<file path="src/rtl/alu_arbiter.sv">
// alu_arbiter: two-requester round-robin arbiter sequencing operations through one shared 64-bit ALU
//
// Ports:
//   clk, reset_n                      clock, asynchronous active-low reset
//   req_valid[1:0] / req_ready[1:0]   per-requester issue handshake (req_ready is the one-hot grant)
//   req{0,1}_a, req{0,1}_b, req{0,1}_cntrl   operands and opcode for each requester
//   resp_valid[1:0] / resp_ready[1:0] one-hot response handshake to the owning requester
//   resp_result, resp_flags, resp_err registered ALU response ({n, z, v, c} flags)
//   busy                              high whenever an operation is in flight
//
// alu: combinational 64-bit ALU.
//   Opcodes: 000 PASS_B, 010 ADD, 011 SUB, 100 AND, 101 OR, 110 XOR.
//   001 and 111 are illegal: err=1, result=0, flags=0.
module alu (
  input  logic [63:0] a,
  input  logic [63:0] b,
  input  logic [2:0]  cntrl,
  output logic [63:0] result,
  output logic [3:0]  flags,
  output logic        err
);
  logic        arith;
  logic        sub;
  logic        ovf;
  logic [63:0] b_x;
  logic [64:0] sum;
  always_comb begin
    sub    = cntrl == 3'b011;
    arith  = cntrl[2:1] == 2'b01;
    err    = cntrl == 3'b001 || cntrl == 3'b111;
    // one adder serves both ADD and SUB: subtract as a + ~b + 1, so carry_out means "no borrow"
    b_x    = sub ? ~b : b;
    sum    = {1'b0, a} + {1'b0, b_x} + {64'd0, sub};
    ovf    = arith && (a[63] == b_x[63]) && (sum[63] != a[63]);
    result = cntrl == 3'b000 ? b :
             arith           ? sum[63:0] :
             cntrl == 3'b100 ? a & b :
             cntrl == 3'b101 ? a | b :
             cntrl == 3'b110 ? a ^ b : 64'd0;
    flags  = err ? 4'd0 : {result[63], result == 64'd0, ovf, arith && sum[64]};
  end
endmodule

module alu_arbiter #(
  parameter logic PRIORITY_INIT = 1'b0
) (
  input  logic        clk,
  input  logic        reset_n,
  input  logic [1:0]  req_valid,
  output logic [1:0]  req_ready,
  input  logic [63:0] req0_a,
  input  logic [63:0] req0_b,
  input  logic [2:0]  req0_cntrl,
  input  logic [63:0] req1_a,
  input  logic [63:0] req1_b,
  input  logic [2:0]  req1_cntrl,
  output logic [1:0]  resp_valid,
  input  logic [1:0]  resp_ready,
  output logic [63:0] resp_result,
  output logic [3:0]  resp_flags,
  output logic        resp_err,
  output logic        busy
);
  typedef enum logic [1:0] {IDLE, EXEC, RESP} state_t;
  state_t      state_q, state_d;
  logic        ptr_q, ptr_d;
  logic        owner_q, owner_d;
  logic [63:0] a_q, a_d;
  logic [63:0] b_q, b_d;
  logic [2:0]  cntrl_q, cntrl_d;
  logic [1:0]  resp_valid_q, resp_valid_d;
  logic [63:0] result_q, result_d;
  logic [3:0]  flags_q, flags_d;
  logic        err_q, err_d;
  logic [1:0]  grant;
  logic        g;
  logic [63:0] alu_result;
  logic [3:0]  alu_flags;
  logic        alu_err;

  alu u_alu (
    .a      (a_q),
    .b      (b_q),
    .cntrl  (cntrl_q),
    .result (alu_result),
    .flags  (alu_flags),
    .err    (alu_err)
  );

  always_comb begin
    state_d      = state_q;
    ptr_d        = ptr_q;
    owner_d      = owner_q;
    a_d          = a_q;
    b_d          = b_q;
    cntrl_d      = cntrl_q;
    resp_valid_d = resp_valid_q;
    result_d     = result_q;
    flags_d      = flags_q;
    err_d        = err_q;
    grant        = 2'b00;
    g            = 1'b0;
    if (state_q == IDLE)
      grant = req_valid[ptr_q]  ? (ptr_q ? 2'b10 : 2'b01) :
              req_valid[!ptr_q] ? (ptr_q ? 2'b01 : 2'b10) : 2'b00;
    case (state_q)
      IDLE: if (grant != 2'b00) begin
        g       = grant[1];
        a_d     = g ? req1_a : req0_a;
        b_d     = g ? req1_b : req0_b;
        cntrl_d = g ? req1_cntrl : req0_cntrl;
        owner_d = g;
        ptr_d   = !g;
        state_d = EXEC;
      end
      // the operand registers have driven the ALU for a full cycle, so its outputs are settled here
      EXEC: begin
        result_d     = alu_result;
        flags_d      = alu_flags;
        err_d        = alu_err;
        resp_valid_d = owner_q ? 2'b10 : 2'b01;
        state_d      = RESP;
      end
      RESP: if (resp_ready[owner_q]) begin
        resp_valid_d = 2'b00;
        state_d      = IDLE;
      end
      default: state_d = IDLE;
    endcase
  end

  always_ff @(posedge clk or negedge reset_n) begin
    if (!reset_n) begin
      state_q      <= IDLE;
      ptr_q        <= PRIORITY_INIT;
      owner_q      <= 1'b0;
      a_q          <= 64'd0;
      b_q          <= 64'd0;
      cntrl_q      <= 3'd0;
      resp_valid_q <= 2'b00;
      result_q     <= 64'd0;
      flags_q      <= 4'd0;
      err_q        <= 1'b0;
    end else begin
      state_q      <= state_d;
      ptr_q        <= ptr_d;
      owner_q      <= owner_d;
      a_q          <= a_d;
      b_q          <= b_d;
      cntrl_q      <= cntrl_d;
      resp_valid_q <= resp_valid_d;
      result_q     <= result_d;
      flags_q      <= flags_d;
      err_q        <= err_d;
    end
  end

  // the state register already sits in IDLE during reset, so the grant is masked explicitly
  assign req_ready   = reset_n ? grant : 2'b00;
  assign resp_valid  = resp_valid_q;
  assign resp_result = result_q;
  assign resp_flags  = flags_q;
  assign resp_err    = err_q;
  assign busy        = state_q != IDLE;
endmodule

</file>
<file path="config.mk">
export PLATFORM = sky130hd
export DESIGN_NAME = alu_arbiter
export DESIGN_NICKNAME = d
export VERILOG_FILES = /design/src/rtl/alu_arbiter.sv
export SDC_FILE = /design/constraint.sdc
export NUM_CORES = 1
export LEC_CHECK = 0
export BUFFER_PORTS_ARGS = -buffer_cell sky130_fd_sc_hd__buf_4
export CAP_MARGIN = 15
export CELL_PAD_IN_SITES_DETAIL_PLACEMENT = 0
export CELL_PAD_IN_SITES_GLOBAL_PLACEMENT = 1
export CORE_MARGIN = 5
export CORE_UTILIZATION = 40
export CTS_BUF_LIST = sky130_fd_sc_hd__clkbuf_16
export DETAILED_ROUTE_END_ITERATION = 8
export GPL_TIMING_DRIVEN = 0
export PLACE_DENSITY = 0.75
export SYNTH_ARGS = -nofsm -noshare
export SYNTH_HDL_FRONTEND = slang
export SYNTH_HIERARCHICAL = 1
export SYNTH_SLANG_ARGS = --single-unit
</file>
<file path="constraint.sdc">
create_clock -name clk -period 13.1 [get_ports clk]
set_input_delay 2.62 -clock clk [delete_from_list [all_inputs] [get_ports clk]]
set_output_delay 2.62 -clock clk [all_outputs]
set_load 0.005 [all_outputs]
</file>
Yosys cells after proc, flatten, opt, wreduce, memory -nomap -nowiden --
Cells that the tools add are included.
Word-level totals: flip-flop bits (word level) 206, output and inout port bits 74, logic and storage cells 74
Cells by class: $add $sub $neg 2, $lt $le $gt $ge 3, eq/ne operators 13, muxes and demuxes 27, bitwise operators 4, reductions and logical operators 15
Operators by type and width (count):
- 64-bit 2-to-1 mux | 8
- 64-bit by 64-bit adder with 65-bit output | 1
- 65-bit by 1-bit adder with 65-bit output | 1
- 64-bit AND | 1
- 64-bit zero test | 1
- 64-bit inverter | 1
- 64-bit bitwise OR | 1
- 64-bit XOR | 1
- 2-bit 2-to-1 mux | 9
- 3-bit == test (second input constant) | 4
- 1-bit by 2-bit less-than comparator with 1-bit output (second input constant) | 3
- 1-bit 2-to-1 mux | 6
- 2-bit case mux with 3 select lines | 1
- 2-bit AND reduction | 3
- 2-bit nonzero test | 3
- 2-bit by 1-bit == test with 1-bit output (second input constant) | 2
- 4-bit 2-to-1 mux | 1
- 2-bit case mux with 2 select lines | 1
- 3-bit by 1-bit == test with 1-bit output (second input constant) | 1
- 3-bit by 2-bit == test with 1-bit output (second input constant) | 1
- 1-bit logical AND | 3
- 3-bit zero test | 1
- 3-bit 2-to-1 mux | 1
- 2-bit == test (second input constant) | 1
- 7 further kinds | 8

Logic depth before layout (Yosys ltp) --
Gate-level depths: netlist (run 1).
word-level depth 9, mapped depth 21, mapped depth without buffers 18

Cells and area by module --
Netlist (run 1), hierarchy kept.
By module, submodules not included:
- alu | times used 1, cells each 1484, area an instance 9626.7 µm²
- alu_arbiter | times used 1, cells each 820, area an instance 8866.0 µm²

Worst setup path after synthesis (run 1) --
No wires, ideal clock.
kind input to output, start input port req_valid[1], end output port req_ready[1], arrival time 3.669 ns, required time 10.480 ns, setup slack 6.811 ns, stages on the path 6, cells stage by stage or3b_1 > buf_2 > nor2_4 > buf_6 > buf_4 > and2_1
On the way: word-level cells in the longest chain between the ends 6, elaborated cells between the ends (all ways) 8
Ends and longest elaborated chain:
- from (decl) | RTL line 49 | input logic [1:0] req_valid,
- 1-bit 2-to-1 mux (not written as such) (2 in a row) | RTL line 105 | req_valid[!ptr_q] ? (ptr_q ? 2'b01 : 2'b10) : 2'b00;
- 2-bit 2-to-1 mux | RTL line 105
- 2-bit 2-to-1 mux (*) | RTL line 104 | grant = req_valid[ptr_q] ? (ptr_q ? 2'b10 : 2'b01) :
- 2-bit 2-to-1 mux (*) | RTL line 103 | if (state_q == IDLE)
- 2-bit 2-to-1 mux (*) | RTL line 159 | assign req_ready = reset_n ? grant : 2'b00;
- to (decl) | RTL line 50 | output logic [1:0] req_ready,
Mark *: on every way between the ends. The rest lies on a longest branch, timed or not. The select of a mux whose other input is x is not followed.

Worst setup path in the final report (run 1) --
start register cntrl_q[2], end register flags_q[2] (netlist: resp_flags[2])
On the way: word-level cells in the longest chain between the ends 8, elaborated cells between the ends (all ways) 19
Ends and longest elaborated chain:
- from (decl) | RTL line 70 | logic [2:0] cntrl_q, cntrl_d;
- from (signal assigned) | RTL line 150 | cntrl_q <= cntrl_d;
- 3-bit by 2-bit == test with 1-bit output / 3-bit == test (equally long branches) | RTL line 28, 39
- 64-bit 2-to-1 mux, on equally long branches | RTL line 32, 39
- 64-bit by 64-bit adder with 65-bit output / 64-bit 2-to-1 mux (equally long branches) | RTL line 33, 38
- 65-bit by 1-bit adder with 65-bit output / 64-bit 2-to-1 mux (equally long branches) | RTL line 33, 37
- 64-bit 2-to-1 mux | RTL line 36 | arith ? sum[63:0] :
- 64-bit 2-to-1 mux (*) | RTL line 35 | result = cntrl == 3'b000 ? b :
- net alu_result[53] | RTL line 77 | logic [63:0] alu_result;
- 64-bit zero test (*) | RTL line 40 | flags = err ? 4'd0 : {result[63], result == 64'd0, ovf, arith && sum[64]};
- 4-bit 2-to-1 mux (*) | RTL line 40
- net alu_flags[2] | RTL line 78 | logic [3:0] alu_flags;
- to (signal assigned) | RTL line 153 | flags_q <= flags_d;
- to (decl) | RTL line 73 | logic [3:0] flags_q, flags_d;
Mark *: on every way through the listed nets, which the timed path passes. The rest lies on a longest branch. A chain may end at the register's enable or synchronous reset.

==> metrics.md, run 1 <==
| Metric | Value |
|---|---|
| Port Buffers | `340` |
| Starting DRT DRC Count | `1857` |
| Die height | `225 um` |
| H-tree depth | `1` |
| Final Setup Violations | `0` |
| Max stage delay on crit path | `960 ps` |
| Vias per Instance | `between 5 and 6` |
| FFs w/ async S/R, synth | `100%` |
| Skew-Pair Late Insertion Delay | `540 ps` |
| Register bit count reported by yosys | `206` |
| Synth warnings | `6` |
| Post-synthesis cell area | `18500 um2` |
| Cell row count | `78` |
| Layout cells sized above 1 | `16.6%` |
| First-pass iteration count of the detailed router | `6` |
| Post-synth EDFFs | `0` |
| Slew Limit Fails | `0` |
| Num Clock Sinks | `slightly above 200` |
| PD cells | `330 nW/um2` |
| Setup Skew | `11.1 ps` |
| Die area | `50600 um2` |
| WS Path Type | `flop to flop` |
| Max_cap viols | `0` |
| CTS tree | `built` |
| Detail Route Antenna Nets | `0` |
| CP endpoint kind | `flop` |
| Commonest cells post-synth | `nand2_1, dfrtp_1, ha_1` |
| Leak pwr | `approximately 11 nW` |
| Crit-path max FO | `10` |
| Syn Inst Count | `2304` |
| Period utilization | `56.9%` |
| Mean Syn Cell Area | `approximately 8.0 um2` |
| Clock period minus final worst setup slack | `7450 ps` |
| Dpl hpwl | `64800 um` |
| Clock Pin Slew Worst Setup and Hold Paths | `60 ps` |
| Sequential area share after synthesis | `between 20% and 30%` |
| Prevailing post-synth register cell | `dfrtp_1` |
| Routed len/inst | `25.0 um` |
| Worst Setup Slack, final | `5650 ps` |
| Most frequent cell after synthesis | `nand2_1` |
| GP Congestion | `just under 1` |
| Startpoint class of the critical path | `flop` |
| Total GRT Usage | `a little under a third` |
| Vias in the first global route | `18588` |
| CORE AREA | `45600 um2` |
| Hold Path Class | `flop to flop` |
| Via count | `between 15000 and 20000` |
| Final routed DRC violation total | `0` |
| Worst EP arrival | `7930 ps` |
| Initial Util | `40.6%` |
| WL final | `82400 um` |
| Area leader, netlist | `dfrtp_1` |
| Worst-path cell chain | `buf_4, nand3b_1, buf_2, buf_1, xnor2_1, ha_1, clkbuf_1, nand4_1, nor3_1, o21ai_1, a31oi_1, o21ai_1, o41ai_1, xnor2_1, a21oi_1, or4_1, or4_1, or4_1, nor3_2, nand2_1, nand2_1` |
| Die Wd | `approximately 230 um` |
| I/O pin count | `~340` |
| Pre-CTS setup slack | `5860 ps` |
| Num CTS Buffers | `24` |
| Synth cell types | `88` |
| Hold buffers post-CTS | `0` |
| Status | `complete, no violations` |
| CTS root buffer | `clkbuf_16` |
| GRT overflow | `0` |
| Post-cts resize count | `0` |
| Area contributors post-synth | `dfrtp_1, ha_1, nand2_1, a221o_1, and3_1` |
| Initial antenna violation count | `1` |
| CP dominant cell by count | `or4_1` |
| Maximum clock insertion buffer count | `3` |
| Worst path slowest cell | `o41ai_1` |
| Final hold violations | `0` |
| Largest net degree at the start of global routing | `108` |
| Synthesized net count | `2769` |
| Slew HR | `18.9%` |
| Syn-to-layout area delta | `22.3%` |
| VDD IR max | `0.000139 V` |
| Postcts setup bufs | `0` |
| RSZ-0062 raised after global routing | `false` |
| Crit path required time | `13580 ps` |
| Final Net Count | `3137` |
| First-pass GRT wire length | `around 120000 um` |
| Fmax | `134 MHz` |
| Setup TNS | `0 ps` |
| Top cell type's share of synthesized area | `between 20% and 30%` |
| Worst-Margin Slew | `1220 ps` |
==> path summary, 6_finish.rpt <==
path | from | endpoint | slack [ps] | cells after the start
max reg2reg | cntrl_q[2] | resp_flags[2] | 5650 | 21
min reg2reg | resp_result[55] | resp_result[55] | 470 | 2
max | cntrl_q[2] | resp_flags[2] | 5650 | 21
min in group asynchronous | reset_n | b_q[49] | 2060 | 1
min | resp_result[55] | resp_result[55] | 470 | 2
max in group asynchronous | reset_n | a_q[28] | 10010 | 2
==> worst max-delay path, delay by kind of cell (launching register included) <==
kind	cells	cell delay [ps]
adder cells (fa/ha/maj)	1	300
flip-flops	1	460
AO/OA/AOI/OAI	5	2240
buffers and inverters	4	1550
XOR/XNOR	2	340
AND/OR/NAND/NOR	9	2480
==> area by class of cell <==
type | count | area (um2)
multi-input combinational | 1777 | 12000
clock inverter | 19 | 135
fill | 4484 | 23000
buffer | 166 | 744
tap | 600 | 751
inverter | 155 | 582
clock buffer | 25 | 626
sequential | 206 | 5150
antenna | 1 | 2.50
timing repair buffer | 342 | 2600
==> metal layers <==
layer / up-vias / part of all wire, % / track usage (%)
li1: 9045 / - / -
met1: 9523 / 45 / 45.1
met2: 817 / 43 / 47.3
met3: 110 / 8.8 / 6.72
met4: 0 / 2.8 / 7.42
met5: - / 0 / 0
==> registers in the layout, summed over array words and instances (netlist names) <==
register / flops
resp_flags: 4
resp_valid: 2
owner_q: 1
resp_err: 1
cntrl_q: 3
a_q: 64
b_q: 64
resp_result: 64
ptr_q: 1
state_q: 2
==> kinds of logic after synthesis <==
| group | synth area share, % |
|---|---|
| XOR/XNOR | 4.50 |
| adder cells (fa/ha/maj) | 13.4 |
| AND/OR/NAND/NOR | 21.3 |
| buffers and inverters | 7.17 |
| multiplexers | 0.392 |
| flip-flops | 27.9 |
| AO/OA/AOI/OAI | 25.4 |
==> layout by cell type (no fill, tap or decap), types with 8 or more instances in the layout <==
cell type / count
buf_2: 31
inv_1: 159
a31oi_1: 12
buf_6: 9
ha_1: 196
o21ai_0: 136
or4_1: 11
xnor2_1: 84
xor2_1: 11
buf_1: 14
nor2_1: 90
o31a_1: 19
o21a_1: 12
dfrtp_1: 206
a22oi_1: 21
clkbuf_1: 108
nor3b_1: 8
o21ai_1: 22
nand2b_1: 18
nand3_1: 27
o21bai_1: 12
and3_1: 140
o31ai_1: 8
nand2_1: 370
nor3_1: 36
a21o_1: 32
clkbuf_16: 25
buf_4: 343
o22ai_1: 15
a21oi_1: 132
nand4_1: 36
a221o_1: 115
or3_1: 29
a21boi_0: 32
nor2b_1: 11
o211ai_1: 11
==> where the power goes <==
part           switching, W  internal, W
Combinational       0.00346      0.00197
Clock              0.000272     0.000382
Sequential         0.000429     0.000937
Total               0.00416      0.00329
==> metrics by stage <==
stage                     utilization (%)  area [um2]  hold slack, ps  std cells  power (W)
after global placement               47.8       21800             464       3244    0.00659
after CTS                            49.6       22600             478       3290    0.00734
after detailed placement             47.9       21800             464       3246    0.00664
after global routing                 49.6       22600             495       3290    0.00800
final                                49.6       22600             474       3291    0.00745
after floorplan                         -       18500             470       2304    0.00473
No activity file was read; power rests on OpenSTA's default activity.
==> run 2, diff against run 1 <==
--- a/config.mk
+++ b/config.mk
@@ -10,7 +10,7 @@
 export CELL_PAD_IN_SITES_DETAIL_PLACEMENT = 0
 export CELL_PAD_IN_SITES_GLOBAL_PLACEMENT = 1
 export CORE_MARGIN = 5
-export CORE_UTILIZATION = 40
+export CORE_UTILIZATION = 38
 export CTS_BUF_LIST = sky130_fd_sc_hd__clkbuf_16
 export DETAILED_ROUTE_END_ITERATION = 8
 export GPL_TIMING_DRIVEN = 0
==> constraint.sdc (replaced) <==
create_clock -name clk -period 6.7 [get_ports clk]
set_input_delay 1.34 -clock clk [delete_from_list [all_inputs] [get_ports clk]]
set_output_delay 1.34 -clock clk [all_outputs]
set_load 0.005 [all_outputs]
==> run 2 against run 1 <==
Combinational power grew 99%. Clock skew grew 5.7 ps. Flip-flop and latch count is the same. Final cell count grew 0.49%. Power grew 98%. Clock power grew 100%. Cell area grew 0.65%. Fmax grew 13%. Die area grew 5.0%. First-iteration DRC count grew 10%. Core utilization shrank 2.1 points. Sequential share of layout area shrank 0.15 points. Critical endpoint unchanged. Highest routed layer is now met5.
==> metrics.md, run 2 (synthesis results as in run 1) <==
| Metric | Value |
|---|---|
| Commonest non-fill, non-tap cells in the layout | `nand2_1, buf_4, dfrtp_1, ha_1, inv_1` |
| Crit-path max FO | `10` |
| Worst path slowest cell | `clkbuf_1` |
| CORE AREA | `47900 um2` |
| WL final | `83700 um` |
| RSZ-0062 raised after global routing | `false` |
| Num CTS Buffers | `25` |
| Fmax | `between 150 and 200 MHz` |
| Final Net Count | `~3100` |
| Fillers | `4803` |
| Via count | `19587` |
| Crit path from | `cntrl_q[2]` |
| Layout cells sized above 1 | `~17%` |
| Final hold violations | `0` |
| Hold_ws | `475 ps` |
| Max stage delay on crit path | `750 ps` |
| I/O pin count | `~340` |
| Status | `complete, no violations` |
| Setup Skew | `16.8 ps` |
| Worst-path cell chain | `buf_4, inv_1, buf_2, nand2_1, clkbuf_1, clkbuf_1, clkbuf_1, o221ai_1, nor4_1, nand4b_1, or4_1, or4_1, nor3_2, nand2_1, nand2_1` |
| Die height | `231 um` |
| Startpoint class of the critical path | `flop` |
| Worst-Margin Slew | `1310 ps` |
| CP endpoint kind | `flop` |
| Cell row count | `80` |
| Vias per Instance | `5.92` |
| Initial Util | `38.6%` |
| CP bufs+invs | `6` |
| Final Setup Violations | `0` |
| Crit path required time | `around 7200 ps` |
| Postcts setup bufs | `0` |
| Num Clock Sinks | `206` |
| CP delay by family, top | `simple AND/OR/NAND/NOR gates` |
| Max_cap viols | `0` |
| Period utilization | `98.5%` |
| Hold Path Class | `flop to flop` |
| WS Path Type | `flop to flop` |
| CTS root buffer | `clkbuf_16` |
| H-tree depth | `1` |
| Starting DRT DRC Count | `approximately 2000` |
| Reg-to-reg startpoint | `cntrl_q[2]` |
| Detail Route Antenna Nets | `0` |
| Die Wd | `between 200 and 250 um` |
| GRT overflow | `0` |
| PD cells | `649 nW/um2` |
| Dpl hpwl | `65500 um` |
| Fin cells | `about 3300` |
| Syn-to-layout area delta | `23.1%` |
| CTS tree | `built` |
| First-pass GRT wire length | `122000 um` |
| Vias in the first global route | `18964` |
| Slew HR | `12.6%` |
| Worst EP arrival | `roughly 7100 ps` |
| Total GRT Usage | `around 30%` |
| First-pass iteration count of the detailed router | `6` |
| Clock Pin Slew Worst Setup and Hold Paths | `60 ps` |
| Placed cells | `about 3300` |
| Final routed DRC violation total | `0` |
| Initial antenna violation count | `3` |
| Clock period minus final worst setup slack | `between 6000 and 7000 ps` |
| Routed len/inst | `about 25 um` |
| Port Buffers | `340` |
| Placed Area | `21900 um2` |
| Hold buffers post-CTS | `0` |
| Die area | `about 53000 um2` |
| Skew-Pair Late Insertion Delay | `550 ps` |
| Maximum clock insertion buffer count | `3` |
| VDD IR max | `0.000225 V` |
| Commonest non-fill, non-tap cell in the layout | `nand2_1` |
| Slew Limit Fails | `0` |
| Largest net degree at the start of global routing | `110` |
| Min-delay src | `resp_flags[2]` |
| Layout Cell Area excl Fill | `22800 um2` |
| Leak pwr | `11.3 nW` |
| GP Congestion | `around 0.97` |
run 2: worst reg2reg max path, stage by stage, from the launching register on:
cell,delay (ps)
dfrtp_1,450
buf_4,200
inv_1,180
buf_2,280
nand2_1,450
clkbuf_1,760
clkbuf_1,750
clkbuf_1,650
o221ai_1,460
nor4_1,620
nand4b_1,330
or4_1,650
or4_1,500
nor3_2,130
nand2_1,80
nand2_1,60
run 2: final timing paths:
kind | endpoint | slack (ps) | depth (start not counted)
max in group asynchronous | resp_result[23] | 4870 | 2
min in group asynchronous | a_q[58] | 790 | 1
worst min-delay path | resp_flags[2] | 470 | 2
worst max register to register | resp_flags[2] | 100 | 15
worst max-delay path | resp_flags[2] | 100 | 15
worst min register to register | resp_flags[2] | 470 | 2
run 2: cell type report:
class                           count  area (um2)  share of cell area (%)
Buffer                            166         767                    3.37
Clock inverter                     20         169                   0.742
Tap cell                          615         769                    3.38
Multi-Input combinational cell   1777       12100                    53.2
Sequential cell                   206        5150                    22.7
Clock buffer                       25         626                    2.75
Timing Repair Buffer              341        2590                    11.4
Antenna cell                        2        5.00                  0.0220
Inverter                          155         582                    2.56
run 2: per-layer routing:
metal,vias up,GRT usage (%),wire (um)
met3,122,5.31,7730
li1,9057,-,-
met4,2,9.45,2950
met1,9498,43.1,37000
met5,-,0,13
met2,908,46.1,35900
run 2: what timing repair did:
action | in CTS | in global routing
pin swaps | 0 | 0
endpoints found under the setup margin | 1 | 1
hold endpoints to repair | 0 | 0
gates resized for setup | 11 | 17
run 2: stage by stage:
| step | setup WS [ps] | total power [W] | TNS [ps] | util [%] |
|---|---|---|---|---|
| after floorplan | 1520 | 0.00924 | 0 | - |
| after global placement | -585 | 0.0130 | -585 | 45.5 |
| after detailed placement | -580 | 0.0131 | -580 | 45.6 |
| after CTS | 31.6 | 0.0145 | 0 | 47.3 |
| after global routing | 3.63 | 0.0159 | 0 | 47.5 |
| final | 98.0 | 0.0148 | 0 | 47.5 |
run 2: where the power goes:
part	internal [W]	switching, W	total (W)	leakage (nW)
clock network	0.000789	0.000538	0.00133	0.407
registers	0.00183	0.000855	0.00269	2.57
logic	0.00389	0.00688	0.0108	8.30
total	0.00651	0.00827	0.0148	11.3
==> run 3, diff against run 2 <==
--- a/config.mk
+++ b/config.mk
@@ -15,6 +15,7 @@
 export DETAILED_ROUTE_END_ITERATION = 8
 export GPL_TIMING_DRIVEN = 0
 export PLACE_DENSITY = 0.75
+export SETUP_SLACK_MARGIN = 0.2
 export SYNTH_ARGS = -nofsm -noshare
 export SYNTH_HDL_FRONTEND = slang
 export SYNTH_HIERARCHICAL = 1
==> run 3 against run 2 <==
Combinational power about the same. Highest routed layer unchanged. Critical endpoint unchanged. Largest cell class unchanged. Wire length up 0.12%. Flip-flop and latch count unchanged. First-iteration DRC count down 0.73%. Count of clock-buffer cells in the layout unchanged. Critical path type unchanged.
==> metrics.md, run 3 (synthesis results as in run 1) <==
| Metric | Value |
|---|---|
| M1 WL | `37200 um` |
| Num CTS Buffers | `25` |
| Total GRT Usage | `between 30% and 40%` |
| VDD IR max | `about 0.00023 V` |
| Largest net degree at the start of global routing | `110` |
| PD cells | `649 nW/um2` |
| Comb power frac | `72.8%` |
| Fin util | `between 40% and 50%` |
| Period utilization | `99.0%` |
| Dpl hpwl | `approximately 65000 um` |
| Startpoint class of the critical path | `flop` |
| Crit-path max FO | `10` |
| WS Path Type | `flop to flop` |
| Hold buffers post-CTS | `0` |
| Clock share of power | `9.0%` |
| Pre-CTS setup slack | `-580 ps` |
| Die Wd | `231 um` |
| GRT overflow | `0` |
| Layout cells sized above 1 | `17.2%` |
| Top layer in use | `met5` |
| Num Clock Sinks | `206` |
| CTS root buffer | `clkbuf_16` |
| Maximum clock insertion buffer count | `3` |
| Cell row count | `80` |
| Worst Setup Slack, final | `66.9 ps` |
| Slew HR | `12.8%` |
| Final Net Count | `between 3000 and 4000` |
| Final routed DRC violation total | `0` |
| RSZ-0062 raised after global routing | `false` |
| Sequential share of power | `18.2%` |
| Final Setup Violations | `0` |
| Crit path required time | `7190 ps` |
| Detail Route Antenna Nets | `0` |
| Vias in the first global route | `18983` |
| Clock period minus final worst setup slack | `6630 ps` |
| Die height | `231 um` |
| Hold_ws | `474 ps` |
| Starting DRT DRC Count | `~2000` |
| Status | `complete, no violations` |
| Max_cap viols | `0` |
| CORE AREA | `47900 um2` |
| Final hold violations | `0` |
| WL final | `83800 um` |
| Routed len/inst | `25.3 um` |
| I/O pin count | `~340` |
| Clock Pin Slew Worst Setup and Hold Paths | `roughly 60 ps` |
| Fmax | `151 MHz` |
| Die area | `53200 um2` |
| CP endpoint kind | `flop` |
| Total Power | `between 0.01 and 0.015 W` |
| Slew Limit Fails | `0` |
| Switching pwr | `0.00826 W` |
| Vias per Instance | `approximately 6` |
| First-pass iteration count of the detailed router | `6` |
| H-tree depth | `1` |
| Met3 Routed Length | `approximately 7500 um` |
| Syn-to-layout area delta | `23.2%` |
| Setup Skew | `14.0 ps` |
| Initial Util | `38.6%` |
| CTS tree | `built` |
| Worst-Margin Slew | `1310 ps` |
| Hold Path Class | `flop to flop` |
| GP Congestion | `about 0.97` |
| Switching portion of total power | `55.8%` |
| Commonest non-fill, non-tap cell in the layout | `nand2_1` |
| Via count | `slightly below 20000` |
| Leak pwr | `11.3 nW` |
| Port Buffers | `340` |
| Int Pwr | `0.00653 W` |
| Commonest non-fill, non-tap cells in the layout | `nand2_1, buf_4, dfrtp_1, ha_1, inv_1` |
| First-pass GRT wire length | `122000 um` |
| Met2 wire len | `between 30000 and 40000 um` |
| Skew-Pair Late Insertion Delay | `~550 ps` |
| Initial antenna violation count | `3` |
| Worst EP arrival | `slightly above 7000 ps` |
==> run 3: timing repair <==
action                                  in CTS  in global routing
setup buffers                                0                  2
endpoints found under the hold margin        0                  0
endpoints found under the setup margin       1                  1
gates resized for setup                     18                 19
pin swaps                                    0                  1
==> run 3: critical path: stages (launching register included) <==
cell and delay [ps]:
dfrtp_1 450, buf_4 200, inv_1 260, buf_2 360, clkbuf_1 740, buf_2 530
clkbuf_2 520, clkbuf_1 630, o221ai_1 450, nor4_1 650, nand4b_1 350, or4_1 660
or4_1 510, nor3_2 130, nand2_1 80, nand2_1 60
==> run 3: area by class of cell <==
| cell class | instances | area (um2) |
|---|---|---|
| Timing Repair Buffer | 343 | 2600 |
| Tap cell | 615 | 769 |
| Antenna cell | 2 | 5.00 |
| Clock buffer | 25 | 626 |
| Inverter | 155 | 582 |
| Fill cell | 4801 | 25200 |
| Sequential cell | 206 | 5150 |
| Multi-Input combinational cell | 1777 | 12100 |
| Clock inverter | 20 | 169 |
| Buffer | 166 | 772 |
==> run 3: power groups by stage <==
stage                     Clock, W  Combinational, W  Sequential (W)
after CTS                  0.00136            0.0105         0.00268
after global routing       0.00140            0.0117         0.00276
after global placement           0            0.0103         0.00268
after detailed placement         0            0.0104         0.00270
final                      0.00133            0.0108         0.00269
after floorplan                  0           0.00691         0.00234
==> run 3: through the flow <==
step                      TNS (ps)  instances  area, um2
after floorplan                  0       2304      18500
after global placement        -585       3259      21800
after detailed placement      -580       3260      21900
after CTS                        0       3305      22700
after global routing             0       3307      22800
final                            0       3309      22800
==> run 3: final timing paths <==
kind | start | to | slack, ps | cells past startpoint
max | cntrl_q[2] | resp_flags[2] | 70 | 15
min in group asynchronous | reset_n | a_q[58] | 790 | 1
min | resp_flags[2] | resp_flags[2] | 470 | 2
min reg2reg | resp_flags[2] | resp_flags[2] | 470 | 2
max reg2reg | cntrl_q[2] | resp_flags[2] | 70 | 15
max in group asynchronous | reset_n | resp_result[23] | 4850 | 2
==> run 3: per-layer routing <==
layer | up-vias | GRT usage (%)
li1 | 9062 | -
met1 | 9579 | 43.1
met2 | 897 | 46.1
met3 | 121 | 5.31
met4 | 2 | 9.45
met5 | - | 0
